File: src/rtl/mc_ctrl_pkg.sv
// Shared encodings for the multi-cycle MIPS controller: states, ALU op codes,
// datapath mux selects and the opcode/funct values the decoder recognises.
package mc_ctrl_pkg;

    typedef enum logic [2:0] {
        S_IF  = 3'd0,
        S_ID  = 3'd1,
        S_EX  = 3'd2,
        S_MEM = 3'd3,
        S_WB  = 3'd4,
        S_IRQ = 3'd5
    } state_t;

    typedef enum logic [2:0] {
        ALU_ADD   = 3'b000,
        ALU_RTYPE = 3'b001,
        ALU_SLT   = 3'b010,
        ALU_SUB   = 3'b011,
        ALU_AND   = 3'b100,
        ALU_OR    = 3'b101
    } alu_op_t;

    localparam logic [2:0] PC_BRANCH = 3'b001;
    localparam logic [2:0] PC_JUMP   = 3'b010;
    localparam logic [2:0] PC_JR     = 3'b011;
    localparam logic [2:0] PC_EPC    = 3'b101;

    localparam logic [1:0] RD_RT = 2'b00;
    localparam logic [1:0] RD_RD = 2'b01;
    localparam logic [1:0] RD_RA = 2'b10;

    localparam logic [1:0] M2R_MEM = 2'b00;
    localparam logic [1:0] M2R_ALU = 2'b01;
    localparam logic [1:0] M2R_PC  = 2'b10;

    localparam logic [5:0] OP_RTYPE = 6'h00;
    localparam logic [5:0] OP_J     = 6'h02;
    localparam logic [5:0] OP_JAL   = 6'h03;
    localparam logic [5:0] OP_BEQ   = 6'h04;
    localparam logic [5:0] OP_BNE   = 6'h05;
    localparam logic [5:0] OP_ADDI  = 6'h08;
    localparam logic [5:0] OP_ADDIU = 6'h09;
    localparam logic [5:0] OP_SLTI  = 6'h0a;
    localparam logic [5:0] OP_SLTIU = 6'h0b;
    localparam logic [5:0] OP_ANDI  = 6'h0c;
    localparam logic [5:0] OP_ORI   = 6'h0d;
    localparam logic [5:0] OP_LUI   = 6'h0f;
    localparam logic [5:0] OP_ERET  = 6'h10;
    localparam logic [5:0] OP_LW    = 6'h23;
    localparam logic [5:0] OP_SW    = 6'h2b;

    localparam logic [5:0] FN_SLL  = 6'h00;
    localparam logic [5:0] FN_SRL  = 6'h02;
    localparam logic [5:0] FN_SRA  = 6'h03;
    localparam logic [5:0] FN_JR   = 6'h08;
    localparam logic [5:0] FN_JALR = 6'h09;
    localparam logic [5:0] FN_ERET = 6'h18;

    // Shifts take their A operand from the shamt field rather than rs.
    function automatic logic is_shift(input logic [5:0] fn);
        return (fn == FN_SLL) || (fn == FN_SRL) || (fn == FN_SRA);
    endfunction

endpackage

File: src/rtl/mc_control_fsm_if.sv
// Controller <-> datapath bundle: instruction fields and handshakes in,
// mux selects and write enables out.
interface mc_control_fsm_if #(
    parameter int ALUOP_W = 4
);
    logic [5:0]         OpCode;
    logic [5:0]         Funct;
    logic               mem_ready;
    logic               irq;

    logic               PCWrite;
    logic               PCWriteCond;
    logic               BranchNe;
    logic               IorD;
    logic               MemRead;
    logic               MemWrite;
    logic               IRWrite;
    logic               RegWrite;
    logic               ExtOp;
    logic               LuiOp;
    logic               EPCWrite;
    logic [1:0]         MemtoReg;
    logic [1:0]         RegDst;
    logic [1:0]         ALUSrcA;
    logic [1:0]         ALUSrcB;
    logic [2:0]         PCSource;
    logic [ALUOP_W-1:0] ALUOp;
    logic               irq_ack;
    logic               illegal_op;
    logic [2:0]         state_o;

    modport master (
        input  OpCode, Funct, mem_ready, irq,
        output PCWrite, PCWriteCond, BranchNe, IorD, MemRead, MemWrite, IRWrite,
               RegWrite, ExtOp, LuiOp, EPCWrite, MemtoReg, RegDst, ALUSrcA,
               ALUSrcB, PCSource, ALUOp, irq_ack, illegal_op, state_o
    );

    modport slave (
        output OpCode, Funct, mem_ready, irq,
        input  PCWrite, PCWriteCond, BranchNe, IorD, MemRead, MemWrite, IRWrite,
               RegWrite, ExtOp, LuiOp, EPCWrite, MemtoReg, RegDst, ALUSrcA,
               ALUSrcB, PCSource, ALUOp, irq_ack, illegal_op, state_o
    );
endinterface

File: src/rtl/mc_alu_op_dec.sv
// ALUOp decoder: ADD everywhere except S_EX, where the instruction picks the op.
// The top bit always carries OpCode[0] (signed/unsigned hint for the ALU).
module mc_alu_op_dec
    import mc_ctrl_pkg::*;
#(
    parameter int ALUOP_W = 4
) (
    input  state_t             state,
    input  logic [5:0]         OpCode,
    input  logic [5:0]         Funct,
    output logic [ALUOP_W-1:0] ALUOp
);
    alu_op_t op;

    always_comb begin
        op = ALU_ADD;
        if (state == S_EX) begin
            case (OpCode)
                OP_RTYPE:          op = (Funct == FN_JR || Funct == FN_JALR) ? ALU_ADD : ALU_RTYPE;
                OP_SLTI, OP_SLTIU: op = ALU_SLT;
                OP_ANDI:           op = ALU_AND;
                OP_ORI:            op = ALU_OR;
                OP_BEQ, OP_BNE:    op = ALU_SUB;
                default:           op = ALU_ADD;
            endcase
        end
        ALUOp              = '0;
        ALUOp[2:0]         = op;
        ALUOp[ALUOP_W-1]   = OpCode[0];
    end
endmodule

File: src/rtl/mc_control_fsm.sv
// Multi-cycle MIPS control FSM with memory wait states, bne/ori/eret and a
// single-level interrupt that saves EPC.
//
//   state | meaning
//   S_IF  | fetch, or divert to S_IRQ on a pending irq
//   S_ID  | decode, branch target computed in ALU
//   S_EX  | execute / branch / jump / eret / illegal detect
//   S_MEM | lw/sw data access, held until mem_ready
//   S_WB  | register file write-back
//   S_IRQ | save EPC, jump to exception vector
module mc_control_fsm
    import mc_ctrl_pkg::*;
#(
    parameter int         ALUOP_W    = 4,
    parameter bit         MEM_HS     = 1'b1,
    parameter bit         ENABLE_IRQ = 1'b1,
    parameter logic [2:0] VEC_SEL    = 3'b100
) (
    input  logic                  clk,
    input  logic                  reset,
    mc_control_fsm_if.master      bus
);
    state_t state, state_nx;
    logic   in_isr, in_isr_nx;
    logic   rdy;

    assign rdy         = MEM_HS ? bus.mem_ready : 1'b1;
    assign bus.state_o = state;

    always_ff @(posedge clk or posedge reset) begin
        if (reset) begin
            state  <= S_IF;
            in_isr <= 1'b0;
        end else begin
            state  <= state_nx;
            in_isr <= ENABLE_IRQ ? in_isr_nx : 1'b0;
        end
    end

    mc_alu_op_dec #(.ALUOP_W(ALUOP_W)) u_alu_op_dec (
        .state  (state),
        .OpCode (bus.OpCode),
        .Funct  (bus.Funct),
        .ALUOp  (bus.ALUOp)
    );

    always_comb begin
        state_nx        = state;
        in_isr_nx       = in_isr;
        bus.PCWrite     = 1'b0;
        bus.PCWriteCond = 1'b0;
        bus.BranchNe    = 1'b0;
        bus.IorD        = 1'b0;
        bus.MemRead     = 1'b0;
        bus.MemWrite    = 1'b0;
        bus.IRWrite     = 1'b0;
        bus.RegWrite    = 1'b0;
        bus.ExtOp       = 1'b0;
        bus.LuiOp       = 1'b0;
        bus.EPCWrite    = 1'b0;
        bus.MemtoReg    = 2'b00;
        bus.RegDst      = 2'b00;
        bus.ALUSrcA     = 2'b00;
        bus.ALUSrcB     = 2'b00;
        bus.PCSource    = 3'b000;
        bus.irq_ack     = 1'b0;
        bus.illegal_op  = 1'b0;

        case (state)
            S_IF: begin
                if (ENABLE_IRQ && bus.irq && !in_isr) begin
                    state_nx = S_IRQ;
                end else begin
                    bus.MemRead = 1'b1;
                    bus.ALUSrcB = 2'b01;
                    if (rdy) begin
                        bus.IRWrite = 1'b1;
                        bus.PCWrite = 1'b1;
                        state_nx    = S_ID;
                    end
                end
            end
            S_ID: begin
                bus.ALUSrcB = 2'b11;
                bus.ExtOp   = 1'b1;
                state_nx    = S_EX;
            end
            S_EX: begin
                state_nx = S_IF;
                case (bus.OpCode)
                    OP_RTYPE: begin
                        if (bus.Funct == FN_JR || bus.Funct == FN_JALR) begin
                            bus.PCSource = PC_JR;
                            bus.PCWrite  = 1'b1;
                            if (bus.Funct == FN_JALR) begin
                                bus.RegWrite = 1'b1;
                                bus.RegDst   = RD_RD;
                                bus.MemtoReg = M2R_PC;
                            end
                        end else begin
                            bus.ALUSrcA = is_shift(bus.Funct) ? 2'b10 : 2'b01;
                            state_nx    = S_WB;
                        end
                    end
                    OP_LW, OP_SW, OP_ADDI, OP_ADDIU, OP_SLTI, OP_SLTIU,
                    OP_ANDI, OP_ORI, OP_LUI: begin
                        bus.ALUSrcA = 2'b01;
                        bus.ALUSrcB = 2'b10;
                        bus.ExtOp   = (bus.OpCode != OP_ANDI) && (bus.OpCode != OP_ORI);
                        bus.LuiOp   = (bus.OpCode == OP_LUI);
                        state_nx    = (bus.OpCode == OP_LW || bus.OpCode == OP_SW) ? S_MEM : S_WB;
                    end
                    OP_BEQ, OP_BNE: begin
                        bus.ALUSrcA     = 2'b01;
                        bus.PCSource    = PC_BRANCH;
                        bus.PCWriteCond = 1'b1;
                        bus.BranchNe    = (bus.OpCode == OP_BNE);
                    end
                    OP_J, OP_JAL: begin
                        bus.PCSource = PC_JUMP;
                        bus.PCWrite  = 1'b1;
                        if (bus.OpCode == OP_JAL) begin
                            bus.RegWrite = 1'b1;
                            bus.RegDst   = RD_RA;
                            bus.MemtoReg = M2R_PC;
                        end
                    end
                    OP_ERET: begin
                        if (bus.Funct == FN_ERET) begin
                            bus.PCSource = PC_EPC;
                            bus.PCWrite  = 1'b1;
                            in_isr_nx    = 1'b0;
                        end else begin
                            bus.illegal_op = 1'b1;
                        end
                    end
                    default: bus.illegal_op = 1'b1;
                endcase
            end
            S_MEM: begin
                bus.IorD     = 1'b1;
                bus.ALUSrcA  = 2'b01;
                bus.ALUSrcB  = 2'b10;
                bus.MemRead  = (bus.OpCode == OP_LW);
                bus.MemWrite = (bus.OpCode == OP_SW);
                if (rdy) begin
                    state_nx = (bus.OpCode == OP_LW) ? S_WB : S_IF;
                end
            end
            S_WB: begin
                bus.RegWrite = 1'b1;
                if (bus.OpCode == OP_LW) begin
                    bus.RegDst   = RD_RT;
                    bus.MemtoReg = M2R_MEM;
                end else if (bus.OpCode == OP_RTYPE) begin
                    bus.RegDst   = RD_RD;
                    bus.MemtoReg = M2R_ALU;
                end else begin
                    bus.RegDst   = RD_RT;
                    bus.MemtoReg = M2R_ALU;
                end
                state_nx = S_IF;
            end
            S_IRQ: begin
                bus.EPCWrite = 1'b1;
                bus.PCWrite  = 1'b1;
                bus.PCSource = VEC_SEL;
                bus.irq_ack  = 1'b1;
                in_isr_nx    = 1'b1;
                state_nx     = S_IF;
            end
            default: state_nx = S_IF;
        endcase
    end
endmodule

File: src/flat_wrapper.sv
// flat-port wrapper written by rule: the top's interface ports become plain ports
module mc_control_fsm_flat import mc_ctrl_pkg::*;
#(
    parameter int         ALUOP_W    = 4,
    parameter bit         MEM_HS     = 1'b1,
    parameter bit         ENABLE_IRQ = 1'b1,
    parameter logic [2:0] VEC_SEL    = 3'b100
)
  (clk, reset, bus_OpCode, bus_Funct, bus_mem_ready, bus_irq, bus_PCWrite, bus_PCWriteCond, bus_BranchNe, bus_IorD, bus_MemRead, bus_MemWrite, bus_IRWrite, bus_RegWrite, bus_ExtOp, bus_LuiOp, bus_EPCWrite, bus_MemtoReg, bus_RegDst, bus_ALUSrcA, bus_ALUSrcB, bus_PCSource, bus_ALUOp, bus_irq_ack, bus_illegal_op, bus_state_o);
  mc_control_fsm_if #(.ALUOP_W(ALUOP_W)) bus_i ();
  input  logic clk;
  input  logic reset;
  input wire logic [$bits(bus_i.OpCode)-1:0] bus_OpCode;
  input wire logic [$bits(bus_i.Funct)-1:0] bus_Funct;
  input wire logic [$bits(bus_i.mem_ready)-1:0] bus_mem_ready;
  input wire logic [$bits(bus_i.irq)-1:0] bus_irq;
  output wire logic [$bits(bus_i.PCWrite)-1:0] bus_PCWrite;
  output wire logic [$bits(bus_i.PCWriteCond)-1:0] bus_PCWriteCond;
  output wire logic [$bits(bus_i.BranchNe)-1:0] bus_BranchNe;
  output wire logic [$bits(bus_i.IorD)-1:0] bus_IorD;
  output wire logic [$bits(bus_i.MemRead)-1:0] bus_MemRead;
  output wire logic [$bits(bus_i.MemWrite)-1:0] bus_MemWrite;
  output wire logic [$bits(bus_i.IRWrite)-1:0] bus_IRWrite;
  output wire logic [$bits(bus_i.RegWrite)-1:0] bus_RegWrite;
  output wire logic [$bits(bus_i.ExtOp)-1:0] bus_ExtOp;
  output wire logic [$bits(bus_i.LuiOp)-1:0] bus_LuiOp;
  output wire logic [$bits(bus_i.EPCWrite)-1:0] bus_EPCWrite;
  output wire logic [$bits(bus_i.MemtoReg)-1:0] bus_MemtoReg;
  output wire logic [$bits(bus_i.RegDst)-1:0] bus_RegDst;
  output wire logic [$bits(bus_i.ALUSrcA)-1:0] bus_ALUSrcA;
  output wire logic [$bits(bus_i.ALUSrcB)-1:0] bus_ALUSrcB;
  output wire logic [$bits(bus_i.PCSource)-1:0] bus_PCSource;
  output wire logic [$bits(bus_i.ALUOp)-1:0] bus_ALUOp;
  output wire logic [$bits(bus_i.irq_ack)-1:0] bus_irq_ack;
  output wire logic [$bits(bus_i.illegal_op)-1:0] bus_illegal_op;
  output wire logic [$bits(bus_i.state_o)-1:0] bus_state_o;
  assign bus_i.OpCode = bus_OpCode;
  assign bus_i.Funct = bus_Funct;
  assign bus_i.mem_ready = bus_mem_ready;
  assign bus_i.irq = bus_irq;
  assign bus_PCWrite = bus_i.PCWrite;
  assign bus_PCWriteCond = bus_i.PCWriteCond;
  assign bus_BranchNe = bus_i.BranchNe;
  assign bus_IorD = bus_i.IorD;
  assign bus_MemRead = bus_i.MemRead;
  assign bus_MemWrite = bus_i.MemWrite;
  assign bus_IRWrite = bus_i.IRWrite;
  assign bus_RegWrite = bus_i.RegWrite;
  assign bus_ExtOp = bus_i.ExtOp;
  assign bus_LuiOp = bus_i.LuiOp;
  assign bus_EPCWrite = bus_i.EPCWrite;
  assign bus_MemtoReg = bus_i.MemtoReg;
  assign bus_RegDst = bus_i.RegDst;
  assign bus_ALUSrcA = bus_i.ALUSrcA;
  assign bus_ALUSrcB = bus_i.ALUSrcB;
  assign bus_PCSource = bus_i.PCSource;
  assign bus_ALUOp = bus_i.ALUOp;
  assign bus_irq_ack = bus_i.irq_ack;
  assign bus_illegal_op = bus_i.illegal_op;
  assign bus_state_o = bus_i.state_o;
  mc_control_fsm #(.ALUOP_W(ALUOP_W), .MEM_HS(MEM_HS), .ENABLE_IRQ(ENABLE_IRQ), .VEC_SEL(VEC_SEL)) u_core (.clk(clk), .reset(reset), .bus(bus_i));
endmodule
File: config.mk
export PLATFORM = sky130hd
export DESIGN_NAME = mc_control_fsm_flat
export DESIGN_NICKNAME = d
export VERILOG_FILES = /design/src/rtl/mc_ctrl_pkg.sv /design/src/rtl/mc_control_fsm_if.sv /design/src/rtl/mc_alu_op_dec.sv /design/src/rtl/mc_control_fsm.sv /design/src/flat_wrapper.sv
export SDC_FILE = /design/constraint.sdc
export NUM_CORES = 1
export LEC_CHECK = 0
export ABC_AREA = 1
export CORE_MARGIN = 1.5
export CORE_UTILIZATION = 55
export DETAILED_ROUTE_END_ITERATION = 10
export DONT_BUFFER_PORTS = 1
export GPL_TIMING_DRIVEN = 0
export PLACE_DENSITY = 0.7
export SLEW_MARGIN = 20
export SYNTH_ARGS = -nofsm -noshare
export SYNTH_HDL_FRONTEND = slang
export SYNTH_SLANG_ARGS = --single-unit
File: constraint.sdc
create_clock -name clk -period 2 [get_ports clk]
set_input_delay 0.2 -clock clk [delete_from_list [all_inputs] [get_ports clk]]
set_output_delay 0.2 -clock clk [all_outputs]
set_load 0.02 [all_outputs]
# [Yosys cells after proc, flatten, opt, wreduce, memory -nomap -nowiden]
# Index checks and enable logic that the tools add are counted.
[classes] mux=65 reduce_logical=19 n_eq_ne=30
[op_table] op="6-bit by 4-bit == test with 1-bit output (second input constant)" count=9
[op_table] op="1-bit 2-to-1 mux" count=28
[op_table] op="6-bit by 2-bit == test with 1-bit output (second input constant)" count=4
[op_table] op="3-bit 2-to-1 mux" count=8
[op_table] op="2-bit one-hot mux with 2 select lines" count=6
[op_table] op="3-bit one-hot mux with 4 select lines" count=2
[op_table] op="2-bit 2-to-1 mux" count=9
[op_table] op="3-bit one-hot mux with 5 select lines" count=1
[op_table] op="14-bit OR reduction" count=1
[op_table] op="6-bit by 3-bit == test with 1-bit output (second input constant)" count=2
[op_table] op="6-bit by 5-bit == test with 1-bit output (second input constant)" count=2
[op_table] op="6-bit == test (second input constant)" count=2
[op_table] op="6-bit logical NOT" count=2
[op_table] op="6-bit by 4-bit != test with 1-bit output (second input constant)" count=2
[op_table] op="1-bit one-hot mux with 2 select lines" count=6
[op_table] op="3-bit one-hot mux with 2 select lines" count=2
[op_table] op="11-bit OR reduction" count=1
[op_table] op="9-bit OR reduction" count=1
[op_table] op="2-bit one-hot mux with 4 select lines" count=1
[op_table] op="3-bit by 2-bit == test with 1-bit output (second input constant)" count=2
[op_table] op="3-bit == test (second input constant)" count=2
[op_table] op="1-bit one-hot mux with 3 select lines" count=2
[op_table] op="2-bit OR reduction" count=3
[op_table] op="1-bit logical OR" count=4
[op_table] op="10 further kinds" count=12
[totals] inputBits=16 wordCells=116 out_inout_bits=31 regBits=4

# [Logic depth before layout (Yosys ltp)]
[depth] word_depth=7 depth_mapped=9 ltp_nobuf=9

# [By module]
# From an unflattened synthesis, not the netlist that was laid out.
[hier_totals] cells_unflattened=146 hier_area_um2=764.5
[modules_own_cells] module="mc_control_fsm" cells_per_inst=120 seq_area_each_um2=100.1 instances=1 area_each_um2=643.1
[modules_own_cells] module="mc_alu_op_dec" cells_per_inst=26 seq_area_each_um2=0.0 instances=1 area_each_um2=121.4

# [Worst setup path after synthesis]
# No wires, ideal clock.
[synth_path] path_kind="register to output" from="register u_core.state[0], in the netlist u_core.bus.state_o[0]" to="output bus_PCSource[2]" path_slack_ns=0.110 arrival_time_ns=1.690 required_time_ns=1.800 path_buffers=0 path_stages_with_launch=5 path_cell_list="dfrtp_1 > inv_1 > nor3_1 > inv_1 > nand2_1"
[synth_via] elab_chain_len=2 word_cells_on_any_way=3 cone_classes="eq/ne: 2; mux: 1"
[synth_lines] item="from (decl)" line="mc_control_fsm.sv:23" source="state_t state, state_nx;"
[synth_lines] item="from (signal assigned)" line="mc_control_fsm.sv:35" source="state <= state_nx;"
[synth_lines] item="3-bit == test / 3-bit by 2-bit == test with 1-bit output (equally long branches)" line="mc_control_fsm.sv:69" source="case (state)"
[synth_lines] item="3-bit one-hot mux with 2 select lines *" line="mc_control_fsm.sv:69"
[synth_lines] item="to (decl)" line="flat_wrapper.sv:32" source="output wire logic [$bits(bus_i.PCSource)-1:0] bus_PCSource;"
# Every way passes the cells marked *; elsewhere a longest branch is shown, timed or not.

# [Final worst setup path]
[layout_path] from="register u_core.state[2], in the netlist u_core.bus.state_o[2]" to="output bus_PCWriteCond"
[layout_via] elab_chain_len=2
[layout_lines] item="3-bit by 2-bit == test with 1-bit output" line="mc_control_fsm.sv:69"
[layout_lines] item="1-bit 2-to-1 mux" line="mc_control_fsm.sv:69"
[layout_lines] item="to (decl)" line="flat_wrapper.sv:18" source="output wire logic [$bits(bus_i.PCWriteCond)-1:0] bus_PCWriteCond;"
# Every way passes these cells.

==> results.json <==
{
  "r2r_end": "u_core.bus.state_o[0]",
  "end_kind": "output port",
  "port_buffers": 0,
  "core_um2": 1300,
  "pre_cts_slack_ns": -0.0624,
  "synthesis.nets": 157,
  "clock_latency_ns": 0.24,
  "period_minus_slack_ns": 1.93,
  "drive_gt1_share_pct": 27.2,
  "cts_tree": "done",
  "slew_headroom_pct": 67.2,
  "wire_per_inst_um": 12.9,
  "yosys.area.top_type_share_pct": 13.2,
  "tightest_slew_ns": 0.499,
  "p_leak_nw": 0.481,
  "clkTransAtPathRegs_ns": 0.04,
  "cts.sinks": 4,
  "io_pins": 47,
  "critical-path-slowest-cell": "dfrtp_1",
  "setup_viol": 0,
  "synth-edff-count": 0,
  "grtUsageTotal_pct": 27.6,
  "syn_area_um2": 761,
  "crit_family": "simple AND/OR/NAND/NOR gates",
  "yosysSeqAreaShare_pct": 13.2,
  "postRouteAntennaNets": 0,
  "overflow": 0,
  "first_iter_violations": 27,
  "rrSetupSlack_ns": 0.39,
  "num_antenna_cells": 0,
  "gp_congestion": 0.898,
  "switching_share_pct": 62.5,
  "instances_no_fill": 162,
  "whs_path_depth": 1,
  "die_y_um": 40.2,
  "h-tree-depth": 1,
  "synthTopCellsByArea": "dfrtp_1, inv_1, nand2_1",
  "synthArstFlopShare_pct": 100,
  "routed-via-count": 925,
  "wl_um": 2080,
  "max_freq_mhz": 517,
  "seqPwrFrac_pct": 23.0,
  "avgSynthCellArea_um2": 5.40,
  "drc": 0,
  "crit_path_start": "u_core.bus.state_o[2]",
  "cts-root-buf": "clkbuf_4",
  "fin_skew_ns": 0.00669,
  "synthCells": 141,
  "worstPathArrival_ns": 1.73,
  "ir_drop_mv": 0.652,
  "finalHoldViolCount": 0,
  "worstHoldEndpoint": "u_core.bus.state_o[0]",
  "crit_buf_inv": 2,
  "holdCritStartpoint": "bus_mem_ready",
  "power.switching_mw": 0.522,
  "start_util_pct": 58.5,
  "holdWs_ns": 0.0749,
  "die-width_um": 40.2,
  "dpl.hpwl_um": 1590,
  "synth_top_area_cell": "dfrtp_1",
  "cp_data_required_time_ns": 1.80,
  "utilization_pct": 69.7,
  "syn2layout_area_growth_pct": 19.2,
  "worst_path_largest_cell_delay_ns": 0.51,
  "post-route-period-util_pct": 96.6,
  "crit_type": "reg -> out",
  "drt_pre_antenna_iters": 4,
  "grt_pass1_wl_um": 2990,
  "status": "completed",
  "finalPower_mw": 0.835,
  "setup_ws_ns": 0.0673,
  "grt_max_degree": 11,
  "slew_viol_final": 0,
  "grt_pass1_vias": 709,
  "die_area_um2": 1620,
  "r2r-start": "u_core.bus.state_o[2]",
  "viasPerCell": 5.71,
  "cp_cell_sequence": "inv_2 > nand2_2 > nor2_4 > inv_4 > nor2_1",
  "cts_buffer_depth": 2,
  "start_kind": "flip-flop",
  "rows": 13,
  "crit_path_max_fanout": 10,
  "yosys_warnings": 0,
  "post-place-cells": 156,
  "synth.distinct_cells": 24,
  "power.share.combinational_pct": 65.0,
  "cts_buffers": 3,
  "synth_ff_type": "dfrtp_1",
  "p_clk_share_pct": 12.1,
  "reg2reg_depth": 6,
  "ys_seq_elements": 4,
  "drv_cap": 0,
  "hold_class": "in -> reg",
  "antenna_found_initial": 0,
  "p_per_area_nw_per_um2": 920,
  "fin_nets": 165,
  "p_int_mw": 0.313
}
[registers in the layout, indices dropped and copies added, names as in the netlist]
register,flops
u_core.in_isr,1
u_core.bus.state_o,3
[power by group through the flow]
stage          combinational (mW)  sequential [mW]  clock [mW]
6_report                    0.542            0.192       0.101
5_1_grt                     0.593            0.193       0.116
4_1_cts                     0.481            0.171       0.103
3_5_place_dp                0.460            0.165           0
3_3_place_gp                0.454            0.164           0
2_1_floorplan               0.397            0.158           0
[worst max-delay path by stage]
stage / to / cells past startpoint
floorplan: bus_PCSource[2] / 4
global placement: bus_PCSource[2] / 4
detailed placement: bus_PCSource[2] / 4
CTS: bus_ALUOp[0] / 5
global route: bus_PCWriteCond / 5
finish: bus_PCWriteCond / 5
[through the flow]
step | setup TNS, ns | cell area (µm²)
CTS | -0.00848 | 843
global placement | -0.0586 | 779
detailed placement | -0.0883 | 779
global route | -0.00266 | 907
finish | 0 | 907
floorplan | 0 | 761
[cell usage in the layout (no fill, tap or decap), types with 2 or more instances in the layout]
master     n
nor2_4     4
o21ai_2    2
nand2_1   26
nand3_1   16
nand4_1    3
dfrtp_1    2
nor2_1    24
inv_2      3
nor2_2     7
o22ai_1    2
dfrtp_2    2
nor3_4     4
buf_4      3
a21oi_2    2
nand2_2    4
inv_1     25
o21ai_0    4
clkbuf_4   3
[final cells by class]
cell class / instances / area [µm²]
multi-input cells: 107 / 619
fillers: 135 / 394
inverters: 29 / 111
flip-flops and latches: 4 / 103
clock buffers: 3 / 22.5
well taps: 15 / 18.8
repair buffers: 2 / 17.5
plain buffers: 2 / 15.0
[timing repair]
| item | CTS | global route |
|---|---|---|
| endpoints found under the setup margin | 7 | 15 |
| endpoints found under the hold margin | 4 | 0 |
| gates cloned | 0 | 1 |
| gates resized for setup | 7 | 13 |
| setup buffers | 0 | 1 |
| hold buffers | 1 | 0 |
| pin swaps | 0 | 2 |
[worst register-to-register path, stage by stage (launching register included)]
cell     delay, ns
dfrtp_1       0.51
inv_2         0.16
nand2_2       0.13
nor2_4        0.22
inv_1         0.15
a21oi_1       0.22
o22ai_1       0.09
[synthesized netlist by cell type (2+ instances only)]
cell type and instances:
inv_1 26, nand2_1 26, nor2_1 26, nand3_1 16, nor3_1 5, o21ai_0 5
dfrtp_1 4, nand2_2 4, nor2_2 4, nor2_4 4, a21oi_1 3, nand4_1 3
buf_4 2, inv_2 2, o22ai_1 2
[layer usage]
metal / track usage [%] / up-vias / wire, µm
met2: 47.2 / 44 / 1000
met1: 36.5 / 417 / 899
li1: - / 462 / -
met5: 0 / - / 0
met3: 7.78 / 2 / 167
met4: 0 / 0 / 17
[kinds of logic after synthesis]
| family | Yosys count | share of synthesized area [%] |
|---|---|---|
| compound gates | 14 | 11.2 |
| buf+inv | 31 | 16.6 |
| flops | 4 | 13.2 |
| simple gates | 92 | 59.0 |
Power figures use the tool's default switching activity.
